--- config.mk ---
export PLATFORM = sky130hd
export DESIGN_NAME = mult8_top
export DESIGN_NICKNAME = d
export VERILOG_FILES = /design/src/rtl/mult8_pkg.sv /design/src/rtl/mult8_mult8x8.sv /design/src/rtl/mult8_top.sv
export SDC_FILE = /design/constraint.sdc
export NUM_CORES = 2
export LEC_CHECK = 0
export ABC_CLOCK_PERIOD_IN_PS = 5200
export CORE_MARGIN = 2
export CORE_UTILIZATION = 45
export DETAILED_ROUTE_END_ITERATION = 7
export DONT_BUFFER_PORTS = 1
export PLACE_DENSITY_LB_ADDON = 0.05
export SYNTH_ARGS = -nofsm -noshare
export SYNTH_HDL_FRONTEND = slang
export SYNTH_SLANG_ARGS = --single-unit
--- constraint.sdc ---
create_clock -name clk -period 5.2 [get_ports clk]
set_input_delay 1.04 -clock clk [delete_from_list [all_inputs] [get_ports clk]]
set_output_delay 1.04 -clock clk [all_outputs]
set_load 0.05 [all_outputs]
--- src/rtl/mult8_pkg.sv ---
// Shared types and constants for the SIMD 8x8-array multiplier.
// Optional signed lane support in mult8_top is enabled by the MULT8_SIGNED_EN macro.
package mult8_pkg;

  localparam int unsigned BYTE_W  = 8;
  localparam int unsigned NBYTES  = 4;
  localparam int unsigned LANE8_W  = 8;
  localparam int unsigned LANE16_W = 16;
  localparam int unsigned LANE32_W = 32;

  typedef enum logic [1:0] {
    SEW8     = 2'b00,
    SEW16    = 2'b01,
    SEW32    = 2'b10,
    SEW_RSVD = 2'b11
  } sew_e;

  typedef enum logic [1:0] {
    ST_IDLE = 2'd0,
    ST_CAPT = 2'd1,
    ST_PART = 2'd2
  } state_e;

endpackage

--- src/rtl/mult8_mult8x8.sv ---
// Combinational unsigned 8x8 -> 16 partial-product multiplier.
module mult8x8 (
  input  logic [7:0]  a,
  input  logic [7:0]  b,
  output logic [15:0] p
);

  assign p = 16'(a) * 16'(b);

endmodule

--- src/rtl/mult8_top.sv ---
// SIMD multiplier: four 8x8, two 16x16 or one 32x32 product from sixteen byte partial products.
// Define MULT8_SIGNED_EN to add the is_signed port for two's-complement lanes.
module mult8_top
  import mult8_pkg::*;
#(
  parameter int unsigned DATA_W  = 32,
  parameter int unsigned LATENCY = 3
) (
  input  logic                  clk,
  input  logic                  reset,
  input  logic [1:0]            sew,
  input  logic                  start,
`ifdef MULT8_SIGNED_EN
  input  logic                  is_signed,
`endif
  input  logic [DATA_W-1:0]     data_in_A1,
  input  logic [DATA_W-1:0]     data_in_B1,
  output logic                  count_0,
  output logic [DATA_W-1:0]     product_1,
  output logic [DATA_W-1:0]     product_2,
  output logic [2*DATA_W-1:0]   product
);

  if (DATA_W != 32 || LATENCY != 3) begin : g_bad_cfg
    $error("mult8_top supports only DATA_W=32 and LATENCY=3");
  end

  state_e      state_q, state_d;
  logic        capture;
  logic [31:0] a_q, b_q;
  sew_e        sew_q;
  logic        sgn_q;
  logic [15:0] pp_d [NBYTES][NBYTES];
  logic [15:0] pp_q [NBYTES][NBYTES];
  logic [63:0] res;

  always_comb begin
    state_d = state_q;
    capture = 1'b0;
    case (state_q)
      ST_IDLE: if (start) begin
        capture = 1'b1;
        state_d = ST_CAPT;
      end
      ST_CAPT: state_d = ST_PART;
      ST_PART: state_d = ST_IDLE;
      default: state_d = ST_IDLE;
    endcase
  end

  always_ff @(posedge clk) begin
    if (!reset) state_q <= ST_IDLE;
    else        state_q <= state_d;
  end

  assign count_0 = (state_q == ST_IDLE);

  for (genvar i = 0; i < NBYTES; i++) begin : g_row
    for (genvar j = 0; j < NBYTES; j++) begin : g_col
      mult8x8 u_pp (
        .a (a_q[BYTE_W*i +: BYTE_W]),
        .b (b_q[BYTE_W*j +: BYTE_W]),
        .p (pp_d[i][j])
      );
    end
  end

  always_ff @(posedge clk) begin
    if (!reset) begin
      a_q       <= '0;
      b_q       <= '0;
      sew_q     <= SEW8;
      sgn_q     <= 1'b0;
      pp_q      <= '{default: '0};
      product_1 <= '0;
      product_2 <= '0;
    end else begin
      if (capture) begin
        a_q   <= data_in_A1;
        b_q   <= data_in_B1;
        sew_q <= sew_e'(sew);
`ifdef MULT8_SIGNED_EN
        sgn_q <= is_signed;
`else
        sgn_q <= 1'b0;
`endif
      end
      if (state_q == ST_CAPT) pp_q <= pp_d;
      if (state_q == ST_PART) begin
        product_1 <= res[31:0];
        product_2 <= res[63:32];
      end
    end
  end

  // Shift-and-add: each lane sums only the partial products whose bytes both lie inside it.
  logic [63:0] full;
  logic [31:0] lo16, hi16;
  logic [15:0] l8 [NBYTES];

  always_comb begin
    full = '0;
    lo16 = '0;
    hi16 = '0;
    for (int unsigned i = 0; i < NBYTES; i++) begin
      l8[i] = pp_q[i][i];
      for (int unsigned j = 0; j < NBYTES; j++) begin
        full = full + (64'(pp_q[i][j]) << (BYTE_W * (i + j)));
        if (i < 2 && j < 2)
          lo16 = lo16 + (32'(pp_q[i][j]) << (BYTE_W * (i + j)));
        if (i >= 2 && j >= 2)
          hi16 = hi16 + (32'(pp_q[i][j]) << (BYTE_W * (i + j - 4)));
      end
    end
`ifdef MULT8_SIGNED_EN
    // Two's-complement fix-up: subtract the other operand shifted by lane width per negative operand.
    if (sgn_q) begin
      for (int unsigned k = 0; k < NBYTES; k++) begin
        l8[k] = l8[k]
              - (a_q[BYTE_W*k + 7] ? {b_q[BYTE_W*k +: BYTE_W], 8'h00} : 16'h0000)
              - (b_q[BYTE_W*k + 7] ? {a_q[BYTE_W*k +: BYTE_W], 8'h00} : 16'h0000);
      end
      lo16 = lo16 - (a_q[15] ? {b_q[15:0], 16'h0000} : 32'h0)
                  - (b_q[15] ? {a_q[15:0], 16'h0000} : 32'h0);
      hi16 = hi16 - (a_q[31] ? {b_q[31:16], 16'h0000} : 32'h0)
                  - (b_q[31] ? {a_q[31:16], 16'h0000} : 32'h0);
      full = full - (a_q[31] ? {b_q, 32'h0} : 64'h0)
                  - (b_q[31] ? {a_q, 32'h0} : 64'h0);
    end
`else
    if (sgn_q) full = full;
`endif
    case (sew_q)
      SEW8:    res = {l8[3], l8[2], l8[1], l8[0]};
      SEW16:   res = {hi16, lo16};
      SEW32:   res = full;
      default: res = '0;
    endcase
  end

  assign product = {product_2, product_1};

endmodule

==> out/summary.log <==
[detailed_routing] average via count per standard cell 5.28
[placement] port bufs 0
[detailed_routing] number of nets with antenna violations after routing 0
[clock_network] htree depth 2
[floorplan] Die W 359 um
[detailed_routing] uppermost layer routed met5
[logic_synthesis] Post-Synthesis Mean Instance Area 8.49 um2
[logic_synthesis] number of instances in the synthesized netlist 6663
[global_route] first-pass GRT wire length 271000 um
[sta] worst relative slew slack 22.3%
[power_and_ir_drop] static power due to leakage 0.0310 uW
[detailed_routing] wire length per cell after detailed routing 21.0 um
[placement] Final Wtd Congestion 0.913
[sta] setup_tns 0 ns
[layout] final cell count without fillers 8399
[logic_synthesis] number of flops mapped to enable cells by yosys 0
[detailed_routing] DRC errors left 0
[global_route] GR Util All Layers 27.7%
[job] Max Cap Viol 0
[placement] minimum setup slack after placement -0.194 ns
[layout] area growth from synthesis to final layout 10.9%
[power_and_ir_drop] maximum vdd drop 0.255 mV
[worst_setup_path] category of the critical setup timing path reg -> reg
[layout] layout cells sized above 1 9.02%
[logic_synthesis] share of the synthesized area in the top cell type 26.6%
[floorplan] area inside the core boundary 125000 um2
[detailed_routing] via count 44.3k
[detailed_routing] met3 wire len 12400 um
[detailed_routing] detailed-routing wirelength on met1 90600 um
[worst_setup_path] crit path buf inv count 2
[logic_synthesis] net count of the mapped netlist 8204
[clock_network] worst-skew pair later-pin latency 0.69 ns
[clock_network] TritonCTS clock tree done
[layout] NumNets Final 8244
[logic_synthesis] Ys Warns 0
[worst_setup_path] category of the worst setup path capture point flip-flop
[detailed_routing] initial drt markers 2958
[layout] top library cells by usage in the layout, fill and taps aside sky130_fd_sc_hd__inv_1 (1089), sky130_fd_sc_hd__nand2_1 (939), sky130_fd_sc_hd__fa_1 (745)
[layout] commonest non-fill, non-tap cell in the layout sky130_fd_sc_hd__inv_1
[sta] final cycle utilization of the critical path 97.0%
[worst_setup_path] Worst Setup Start Kind flip-flop
[sta] setup slack of the critical path after layout 0.155 ns
[placement] post-detail-place hpwl 139000 um
[sta] setup clock skew after layout 0.0394 ns
[floorplan] cell row count 130
[logic_synthesis] number of flip-flops and latches in the synthesized netlist 388
[detailed_routing] met2 WL post-DR 69200 um
[sta] maximum operating frequency 198 MHz
[hold_path] worst min-delay path class reg -> reg
[sta] Final Hold Viols 0
[logic_synthesis] primary flip-flop cell chosen by synthesis mapping sky130_fd_sc_hd__dfxtp_1
[global_route] maximum number of pins on one net before global-route repair 415
[logic_synthesis] Netlist cell types 89
[sta] final setup fails 0
[run_status] result of the run finished, final reports clean
[floorplan] Die Footprint 129000 um2
[layout] Layout Utilization 50.1%
[floorplan] initial cell density of the core 45.2%
[logic_synthesis] biggest area consumer among synthesized cells sky130_fd_sc_hd__fa_1
[detailed_routing] First-pass DRT Iterations 5
[floorplan] num ports 198
[clock_network] CTS clk-pin slew, worst paths 0.06 ns
[sta] slew at the pin with the worst max-slew slack 1.17 ns
[global_route] vias in the first global route 44.5k
[worst_setup_path] crit-path leading delay family adder cells
[worst_setup_path] largest incremental delay on the critical path 0.60 ns
[clock_network] Root Buffer sky130_fd_sc_hd__clkbuf_16
[placement] number of placed cells counting well taps 8295
[clock_network] maximum clock insertion buffer count 3
[sta] fin crit period 5.04 ns
[worst_setup_path] CP max stage cell sky130_fd_sc_hd__fa_1
[worst_setup_path] data required time of the worst path 5.80 ns
[power_and_ir_drop] Pwr Density 152 nW/um2
[sta] number of slew-limit violations in the final report 0
[floorplan] y dimension of the die 359 um
[global_route] residual overflow from global routing 0
[clock_network] clock net sink count 388
[worst_setup_path] Most common cell on crit path sky130_fd_sc_hd__fa_1
[logic_synthesis] proportion of synthesized chip area in sequential cells 13.7%
[logic_synthesis] Async S/R FF share, synth 0%
[detailed_routing] WL final 176000 um
[clock_network] CTS buffer count 54
[global_route] antenna violations before repair 12
[worst_setup_path] CP arrival 5.65 ns
[worst_setup_path] CP Max Fanout 4
[logic_synthesis] Post-Syn Area 56600 um2
[logic_synthesis] synth top area cells sky130_fd_sc_hd__fa_1 (27%), sky130_fd_sc_hd__ha_1 (16%), sky130_fd_sc_hd__dfxtp_1 (14%)
[worst_setup_path] critical path cell sequence inv_1 -> fa_1 -> inv_1 -> fa_2 -> fa_1 -> fa_1 -> ha_1 -> and3_2 -> and2_4 -> o211ai_1 -> a31oi_4 -> a41oi_4 -> o21ai_4 -> a21boi_4 -> o311ai_4 -> mux2_1 -> o21ai_1
## flip-flops by register name (all words and copies together), names as in the netlist
signal / flops
pp_q: 192
a_q: 32
product_1: 32
state_q: 2
sew_q: 2
b_q: 32
product_2: 32
l8: 64
## area by class of cell
cell class	count	area (um2)
timing repair buffer	395	3800
sequential	388	7780
inverter	1090	4090
clock buffer	73	1500
clock inverter	24	297
multi-input combinational	4774	43200
tap	1650	2060
fill	12100	62500
antenna	5	12.5
## cell usage after synthesis (all sizes together), types with 4 or more instances
library cell and n:
nand3b 15, and2 631, a22oi 10, nor3 51, dfxtp 388, nor3b 17, o41ai 26, a31o 13
nor2 201, ha 721, a21o 46, o31ai 19, o21a 23, o21ai 300, nand2 942, xor2 83
mux2 8, o221ai 28, buf 77, mux2i 31, and3 17, a21boi 202, o21bai 17, a2111oi 4
a211oi 7, or3 19, o31a 11, or2 4, clkbuf 334, nor2b 38, o211a 20, nand4 23
fa 751, a21oi 173, nand3 86, xnor2 121, o211ai 14, a221oi 6, nand2b 46, inv 1089
a41oi 4, a31oi 17
## worst register-to-register path, stage by stage, from the launching register on
cell and delay (ns):
sky130_fd_sc_hd__dfxtp_2 0.36, sky130_fd_sc_hd__inv_1 0.07, sky130_fd_sc_hd__fa_1 0.60, sky130_fd_sc_hd__inv_1 0.08, sky130_fd_sc_hd__fa_2 0.42, sky130_fd_sc_hd__fa_1 0.42
sky130_fd_sc_hd__fa_1 0.47, sky130_fd_sc_hd__ha_1 0.30, sky130_fd_sc_hd__and3_2 0.22, sky130_fd_sc_hd__and2_4 0.16, sky130_fd_sc_hd__o211ai_1 0.18, sky130_fd_sc_hd__a31oi_4 0.32
sky130_fd_sc_hd__a41oi_4 0.18, sky130_fd_sc_hd__o21ai_4 0.25, sky130_fd_sc_hd__a21boi_4 0.09, sky130_fd_sc_hd__o311ai_4 0.33, sky130_fd_sc_hd__mux2_1 0.36, sky130_fd_sc_hd__o21ai_1 0.11
## worst paths after layout
check        cells past startpoint  slack [ns]      start       endpoint
max reg2reg                     17        0.16  pp_q[191]  product_2[24]
min                              2        0.46   pp_q[39]       pp_q[39]
max                             17        0.16  pp_q[191]  product_2[24]
min reg2reg                      2        0.46   pp_q[39]       pp_q[39]
## power by group
part / switching, uW / total [uW] / leakage, uW / internal, uW
Clock: 1650 / 3880 / 0.000864 / 2230
Sequential: 196 / 3260 / 0.00315 / 3060
Combinational: 1470 / 2370 / 0.0270 / 906
Total: 3320 / 9520 / 0.0310 / 6200
## timing repair
item / in CTS / in global routing
pin swaps: 0 / 23
gates resized for setup: 5 / 88
endpoints found under the setup margin: 11 / 56
setup buffers: 0 / 2
hold buffers: 0 / 0
## through the flow
step | power [uW] | hold WS [ns] | area (um2)
after floorplan | 4660 | 0.441 | 56600
after global placement | 5630 | 0.451 | 60600
after detailed placement | 5650 | 0.457 | 60600
after CTS | 9590 | 0.456 | 62400
after global routing | 9950 | 0.476 | 62700
final | 9520 | 0.464 | 62700
## cell families after synthesis
kind of cell,after synthesis,synth area share (%)
AOI/OAI and AO/OA,962,11.4
xor gates and xnor gates,204,3.16
adders and majority gates,1472,42.5
buffers and inverters,1501,10.5
DFF,388,13.7
muxes,39,0.708
and+or+nand+nor,2097,18.0
## routing by layer
metal  track usage, %  vias to the layer above
li1                 -                    21000
met1             43.7                    21900
met2             39.4                     1161
met3             4.27                      189
met4             6.00                        2
met5                0                        -
Power figures use the tool's default switching activity.
